[config.mk]
export PLATFORM = sky130hd
export DESIGN_NAME = can_rx_fifo
export DESIGN_NICKNAME = d
export VERILOG_FILES = /design/src/rtl/can_rx_fifo.sv
export SDC_FILE = /design/constraint.sdc
export NUM_CORES = 2
export LEC_CHECK = 0
export CAP_MARGIN = 20
export CORE_ASPECT_RATIO = 1.75
export CORE_MARGIN = 1.5
export CORE_UTILIZATION = 55
export DETAILED_ROUTE_END_ITERATION = 12
export GPL_TIMING_DRIVEN = 0
export PLACE_DENSITY = 0.76
export SETUP_SLACK_MARGIN = 0.4
export SLEW_MARGIN = 20
export SYNTH_ARGS = -nofsm -noshare
export SYNTH_HDL_FRONTEND = slang
export SYNTH_SLANG_ARGS = --single-unit
[constraint.sdc]
create_clock -name i_sys_clk -period 12.5 [get_ports i_sys_clk]
set_input_delay 2.5 -clock i_sys_clk [delete_from_list [all_inputs] [get_ports i_sys_clk]]
set_output_delay 2.5 -clock i_sys_clk [all_outputs]
set_load 0.05 [all_outputs]
[src/rtl/can_rx_fifo.sv]
// ============================================================================
// Module   : can_rx_fifo
// Purpose  : Receive-message FIFO between the CAN acceptance filter and host.
// Revision : 1.0 - initial release
// ============================================================================
`default_nettype none

module can_rx_fifo #(
  parameter int DEPTH       = 16,
  parameter int DATA_WIDTH  = 128,
  parameter int AFULL_LEVEL = 14
) (
  input  logic                      i_sys_clk,
  input  logic                      i_reset_n,
  input  logic                      i_rx_w_en,
  input  logic [DATA_WIDTH-1:0]     i_rx_fifo_w_data,
  input  logic                      i_rx_r_en,
  input  logic                      i_clear_status,
  output logic [DATA_WIDTH-1:0]     o_rx_fifo_r_data,
  output logic                      o_rx_r_valid,
  output logic                      o_rx_full,
  output logic                      o_rx_empty,
  output logic                      o_rx_almost_full,
  output logic [$clog2(DEPTH):0]    o_rx_count,
  output logic                      o_rx_overflow,
  output logic                      o_rx_underflow
);

  localparam int                C_AW        = $clog2(DEPTH);
  localparam int                C_CW        = C_AW + 1;
  localparam logic [C_CW-1:0]   C_CNT_FULL  = C_CW'(DEPTH);
  localparam logic [C_CW-1:0]   C_CNT_AFULL = C_CW'(AFULL_LEVEL);
  localparam logic [C_CW-1:0]   C_CNT_ONE   = C_CW'(1);
  localparam logic [C_AW-1:0]   C_PTR_ONE   = C_AW'(1);

  logic [DATA_WIDTH-1:0] r_mem [DEPTH];
  logic [C_AW-1:0]       r_wr_ptr;
  logic [C_AW-1:0]       r_rd_ptr;
  logic [C_CW-1:0]       r_count;
  logic [DATA_WIDTH-1:0] r_rd_data;
  logic                  r_rd_valid;
  logic                  r_overflow;
  logic                  r_underflow;

  logic w_full;
  logic w_empty;
  logic w_rd_acc;
  logic w_wr_acc;
  logic w_ovf_set;
  logic w_unf_set;

  // Flags decode the count register only, so they never glitch on inputs.
  assign w_full    = (r_count == C_CNT_FULL);
  assign w_empty   = (r_count == '0);
  assign w_rd_acc  = i_rx_r_en & ~w_empty;
  // A pop in the same cycle frees a slot, so a write at full still lands.
  assign w_wr_acc  = i_rx_w_en & (~w_full | w_rd_acc);
  assign w_ovf_set = i_rx_w_en & ~w_wr_acc;
  assign w_unf_set = i_rx_r_en & w_empty;

  // Storage has no reset; its contents are meaningless until written.
  always_ff @(posedge i_sys_clk) begin
    if (w_wr_acc) begin
      r_mem[r_wr_ptr] <= i_rx_fifo_w_data;
    end
  end

  always_ff @(posedge i_sys_clk) begin
    if (!i_reset_n) begin
      r_wr_ptr    <= '0;
      r_rd_ptr    <= '0;
      r_count     <= '0;
      r_rd_data   <= '0;
      r_rd_valid  <= 1'b0;
      r_overflow  <= 1'b0;
      r_underflow <= 1'b0;
    end else begin
      r_rd_valid <= w_rd_acc;

      if (w_wr_acc) begin
        r_wr_ptr <= r_wr_ptr + C_PTR_ONE;
      end

      if (w_rd_acc) begin
        r_rd_data <= r_mem[r_rd_ptr];
        r_rd_ptr  <= r_rd_ptr + C_PTR_ONE;
      end

      case ({w_wr_acc, w_rd_acc})
        2'b10:   r_count <= r_count + C_CNT_ONE;
        2'b01:   r_count <= r_count - C_CNT_ONE;
        default: r_count <= r_count;
      endcase

      // A new event in the clearing cycle must not be lost.
      if (w_ovf_set) begin
        r_overflow <= 1'b1;
      end else if (i_clear_status) begin
        r_overflow <= 1'b0;
      end

      if (w_unf_set) begin
        r_underflow <= 1'b1;
      end else if (i_clear_status) begin
        r_underflow <= 1'b0;
      end
    end
  end

  assign o_rx_fifo_r_data = r_rd_data;
  assign o_rx_r_valid     = r_rd_valid;
  assign o_rx_full        = w_full;
  assign o_rx_empty       = w_empty;
  assign o_rx_almost_full = (r_count >= C_CNT_AFULL);
  assign o_rx_count       = r_count;
  assign o_rx_overflow    = r_overflow;
  assign o_rx_underflow   = r_underflow;

endmodule

`default_nettype wire

# == After elaboration in Yosys (flattened, before gate mapping) ==
# Memories as Yosys holds them, arrays and structs flattened. A register that Yosys moved wholly into a read port is not among the register bits.
# Index checks and enable logic that the tools add are counted.
# word_totals
ram_bits,2048
in_bits,133
memories,1
output_inout_bits,139
regBits,16
word_cells,34
# memory_table
name,words,word_bits,read_ports,rd_clocked_by_memory_dff,write_ports,line_no,rtl
r_mem,16,128,1,1,1,36,logic [DATA_WIDTH-1:0] r_mem [DEPTH];
# classes
n_eq_ne,3
magnitude_cmp,1
muxes,6
n_addsub,4
reduce_logical,5
n_bitwise,8
# ops
operator,count
$pmux W5 S2,1
$add A4 B1 Y4 const B,2
$reduce_bool A2 Y1,3
$add A5 B1 Y5 const B,1
$eq A5 B5 Y1 const B,1
$ge A5 B4 Y1 const B,1
$logic_not A5 Y1,1
$mux W1,5
$sub A5 B1 Y5 const B,1
$and A1 B1 Y1,4
$not A1 Y1,3
$eq A2 B1 Y1 const B,1
$eq A2 B2 Y1 const B,1
$logic_not A1 Y1,1
$or A1 B1 Y1,1

# == Longest topological paths before layout ==
# logic_depth
depth_word,8
mapped_depth,11
ltp_nobuf,8

# == Least setup slack after synthesis ==
# Ideal clock, no wire load.
# synth_timing
path_type,in2reg
from,input port i_rx_r_en
to,"memory r_mem[0][0], enable pin"
setup_slack_ns,-0.116
arrival_time_ns,11.845
path_buffers,1
t_required_ns,11.728
setup_ns,0.772
path_stages,4
path_cell_list,clkbuf_1 o31a_1 nand2_1 nor3_1
# synth_between
elab_chain_cells,5
# synth_lines
element,line_no,rtl
from (decl),17,"input logic i_rx_r_en,"
$and A1 B1 Y1,55,assign w_rd_acc = i_rx_r_en & ~w_empty;
$or A1 B1 Y1,57,assign w_wr_acc = i_rx_w_en & (~w_full | w_rd_acc);
$and A1 B1 Y1,57,
$mux W1,63,if (w_wr_acc) begin
$mux W1 (not written as such),64,r_mem[r_wr_ptr] <= i_rx_fifo_w_data;
to (decl),36,
# Every way passes these cells.

# == Worst setup path in the final report ==
# layout_timing
from,"register r_count[0], in the netlist o_rx_count[0]"
to,output port o_rx_empty
# layout_between
elab_chain_cells,1
# layout_lines
element,line_no,rtl
from (decl),39,logic [C_CW-1:0] r_count;
from (signal assigned),90,2'b10: r_count <= r_count + C_CNT_ONE;
from (signal assigned),91,2'b01: r_count <= r_count - C_CNT_ONE;
from (signal assigned),92,default: r_count <= r_count;
$logic_not A5 Y1,54,assign w_empty = (r_count == '0);
to (decl),22,"output logic o_rx_empty,"
# Every way passes these cells.

==> reports/metrics.yaml <==
fin_crit_sh_pct: 46.6
critPathMaxFanout: 7
fillerInstances: 9121
grt_usage_pct: 26.9
die_y_um: 513
cts-buffers-inserted: 181
clockPowerShare_pct: 34.3
dp.cells: 5954
antenna_found_initial: 35
status: "complete, no violations"
ys_ff_latch: 2192
grt_pass1_wl_mm: 287
critical_path_class: "flop to output pin"
cts-root-buf: "clkbuf_16"
numClockSinks: 2192
core-area_sq_um: 148000
cts_resized: 0
peakVddDrop_mv: 0.151
min_path_type: "flop to flop"
initial_core_util_pct: 55.3
worstMarginPinSlew_ps: 1090
ys_seq_area_share_pct: 78.7
p_leak_nw: 29.8
slowest_stage: "clkdlybuf4s50_1"
cts_hold_buf: 0
p_sw_w: 0.00469
portBuffers: 270
io_pins: 272
finalNonFillerCells: 6307
dp_hpwl_mm: 131
syn_area_sq_um: 81800
rows: 187
syn_avg_cell_area_sq_um: 23.0
critPathMaxStageDelay_ps: 910
synth_edf_count: 2048
p_seq_share_pct: 48.6
ant_nets: 0
synthToLayoutAreaGrowth_pct: 18.2
powerDensity_nw_per_um2: 182
cts.htree.levels: 4
cp_cell_sequence: "or4_1 > buf_2 > nor2_1 > clkdlybuf4s50_1"
routed_wl_mm: 201
p_sw_share_pct: 26.7
cp.arrival_ps: 3330
grt_pass1_vias: 41900
p_int_w: 0.0129
routed_via_density: 6.39
fin_crit_ps: 5830
clk_pin_slew_worst_paths_ps: 70
worst_setup_path_start_kind: "flop"
wl_per_cell_um: 31.8
vias: 40300
cp-end-kind: "output pin"
synth-async-reset-ratio_pct: 0
max-slew-margin-rel_pct: 27.0
slew_viol_final: 0
rsz0062_at_grt: "false"
maxCapViolations: 0
drc: 0
nets: 4295
dieWidth_um: 295
syn_nets: 3694
postCtsSetupBuffers: 0
gr-total-overflow: 0
die-area_sq_um: 151000
netlist_instances: 3552
insertion_delay_ps: 810
setup_viol: 0
synth.area.top_cells: "edfxtp_1 75%, mux4_2 14%, dfxtp_1 3.5%"
drive_gt1_share_pct: 24.8
yosys_warnings: 0
place_congestion: 0.750
initialDrtViolationCount: 4287
synth_top_cell_by_area: "edfxtp_1"
fin_worst_skew_ps: 29.5
fmax_ghz: 0.172
finalHoldViolations: 0
required_ps: 10000
ys.flop_type: "edfxtp_1"
seq_area_sq_um: 64400
synth.distinct_cells: 41
grt_max_degree: 23
multi_input_area_sq_um: 16700
synth_top_area_share_pct: 75.1
cts_tree: "yes"
clockBufferDepth: 3
firstDrtPassIters: 7
comb_power_share_pct: 17.1
finalPower_w: 0.0176
power groups by stage:
stage / Combinational [W] / Clock (W) / Sequential [W]
floorplan: 0.00133 / 0 / 0.00917
global placement: 0.00287 / 0 / 0.00873
detailed placement: 0.00300 / 0 / 0.00869
CTS: 0.00303 / 0.00608 / 0.00854
global route: 0.00313 / 0.00634 / 0.00855
finish: 0.00300 / 0.00602 / 0.00854
final timing paths:
| check | start | endpoint | slack (ps) | cells after the start |
|---|---|---|---|---|
| setup reg to reg | o_rx_count[0] | o_rx_count[4] | 7780 | 11 |
| hold / removal | o_rx_overflow | o_rx_overflow | 490 | 2 |
| setup / recovery | o_rx_count[0] | o_rx_empty | 6670 | 4 |
| hold reg to reg | o_rx_overflow | o_rx_overflow | 490 | 2 |
registers in the layout, indices dropped and copies added (netlist names):
register	cells
r_wr_ptr	4
o_rx_r_valid	1
o_rx_underflow	1
o_rx_fifo_r_data	128
o_rx_count	5
r_mem	2048
o_rx_overflow	1
r_rd_ptr	4
metal layers:
layer  global-route usage [%]  vias to the layer above  share of wire (%)
li1                         -                    16400                  -
met1                     32.6                    21200                 35
met2                     47.4                     2244                 53
met3                     5.88                      489                8.6
met4                     9.34                       52                3.5
met5                        0                        -               0.17
critical path, delay by kind of cell, from the launching register on:
family	cells	cell delay, ps
flip-flops	1	400
buffers and inverters	2	1110
AND/OR/NAND/NOR	2	1010
cells in the final DEF (no fill, tap or decap), drive strengths merged, types with 3 or more instances in the layout:
master and n:
o22ai 7, clkdlybuf4s50 270, clkinvlp 8, o221ai 121, xor2 3, or3 4
bufinv 24, a21o 3, diode 9, mux2i 264, dfxtp 144, nor2b 4
mux4 505, a211oi 9, nor2 22, nor3 4, clkinv 55, buf 253
a21oi 11, nand2 16, edfxtp 2048, o21ai 9, ha 8, nand2b 6
clkbuf 354, inv 12, a22oi 7, nand3 124
synthesized netlist by cell type, types with 3 or more instances:
cell / instances
inv_1: 5
buf_4: 10
edfxtp_1: 2048
clkbuf_1: 104
mux4_2: 505
a21oi_1: 11
nand2_1: 16
nor2_1: 22
ha_1: 8
o221ai_1: 121
o21ai_0: 8
buf_2: 75
a211oi_1: 9
nor2b_1: 4
dfxtp_1: 144
o22ai_1: 7
nand2b_1: 6
mux2i_1: 264
buf_1: 20
a22oi_1: 7
xor2_1: 3
nor3_1: 4
nand3_1: 124
a21o_1: 3
or3_1: 4
cells by family after synthesis:
logic type,count (synthesis),share of synthesized area (%)
buffers and inverters,214,1.14
adder cells (fa/ha/maj),9,0.147
flip-flops,2192,78.7
multiplexers,769,17.1
AND/OR/NAND/NOR,189,1.14
XOR/XNOR,5,0.0535
AO/OA/AOI/OAI,174,1.74
final cells by class:
class / count / share of cell area (%)
inverters: 5 / 0.0194
multi-input cells: 1146 / 17.2
diodes: 9 / 0.0233
clock inverters: 94 / 1.28
well taps: 1984 / 2.57
clock buffers: 250 / 5.35
flip-flops and latches: 2192 / 66.6
repair buffers: 418 / 5.99
plain buffers: 209 / 0.963
through the flow:
stage | area [sq um] | setup WS (ps) | setup TNS, ps | util (%) | hold slack [ps]
floorplan | 81900 | 3320 | 0 | - | 534
global placement | 87100 | -3630 | -6484490 | 58.8 | 467
detailed placement | 90300 | 6510 | 0 | 61.0 | 472
CTS | 96700 | 6670 | 0 | 65.3 | 495
global route | 96700 | 6620 | 0 | 65.3 | 513
finish | 96700 | 6670 | 0 | 65.3 | 487
No activity file was read; power rests on OpenSTA's default activity.
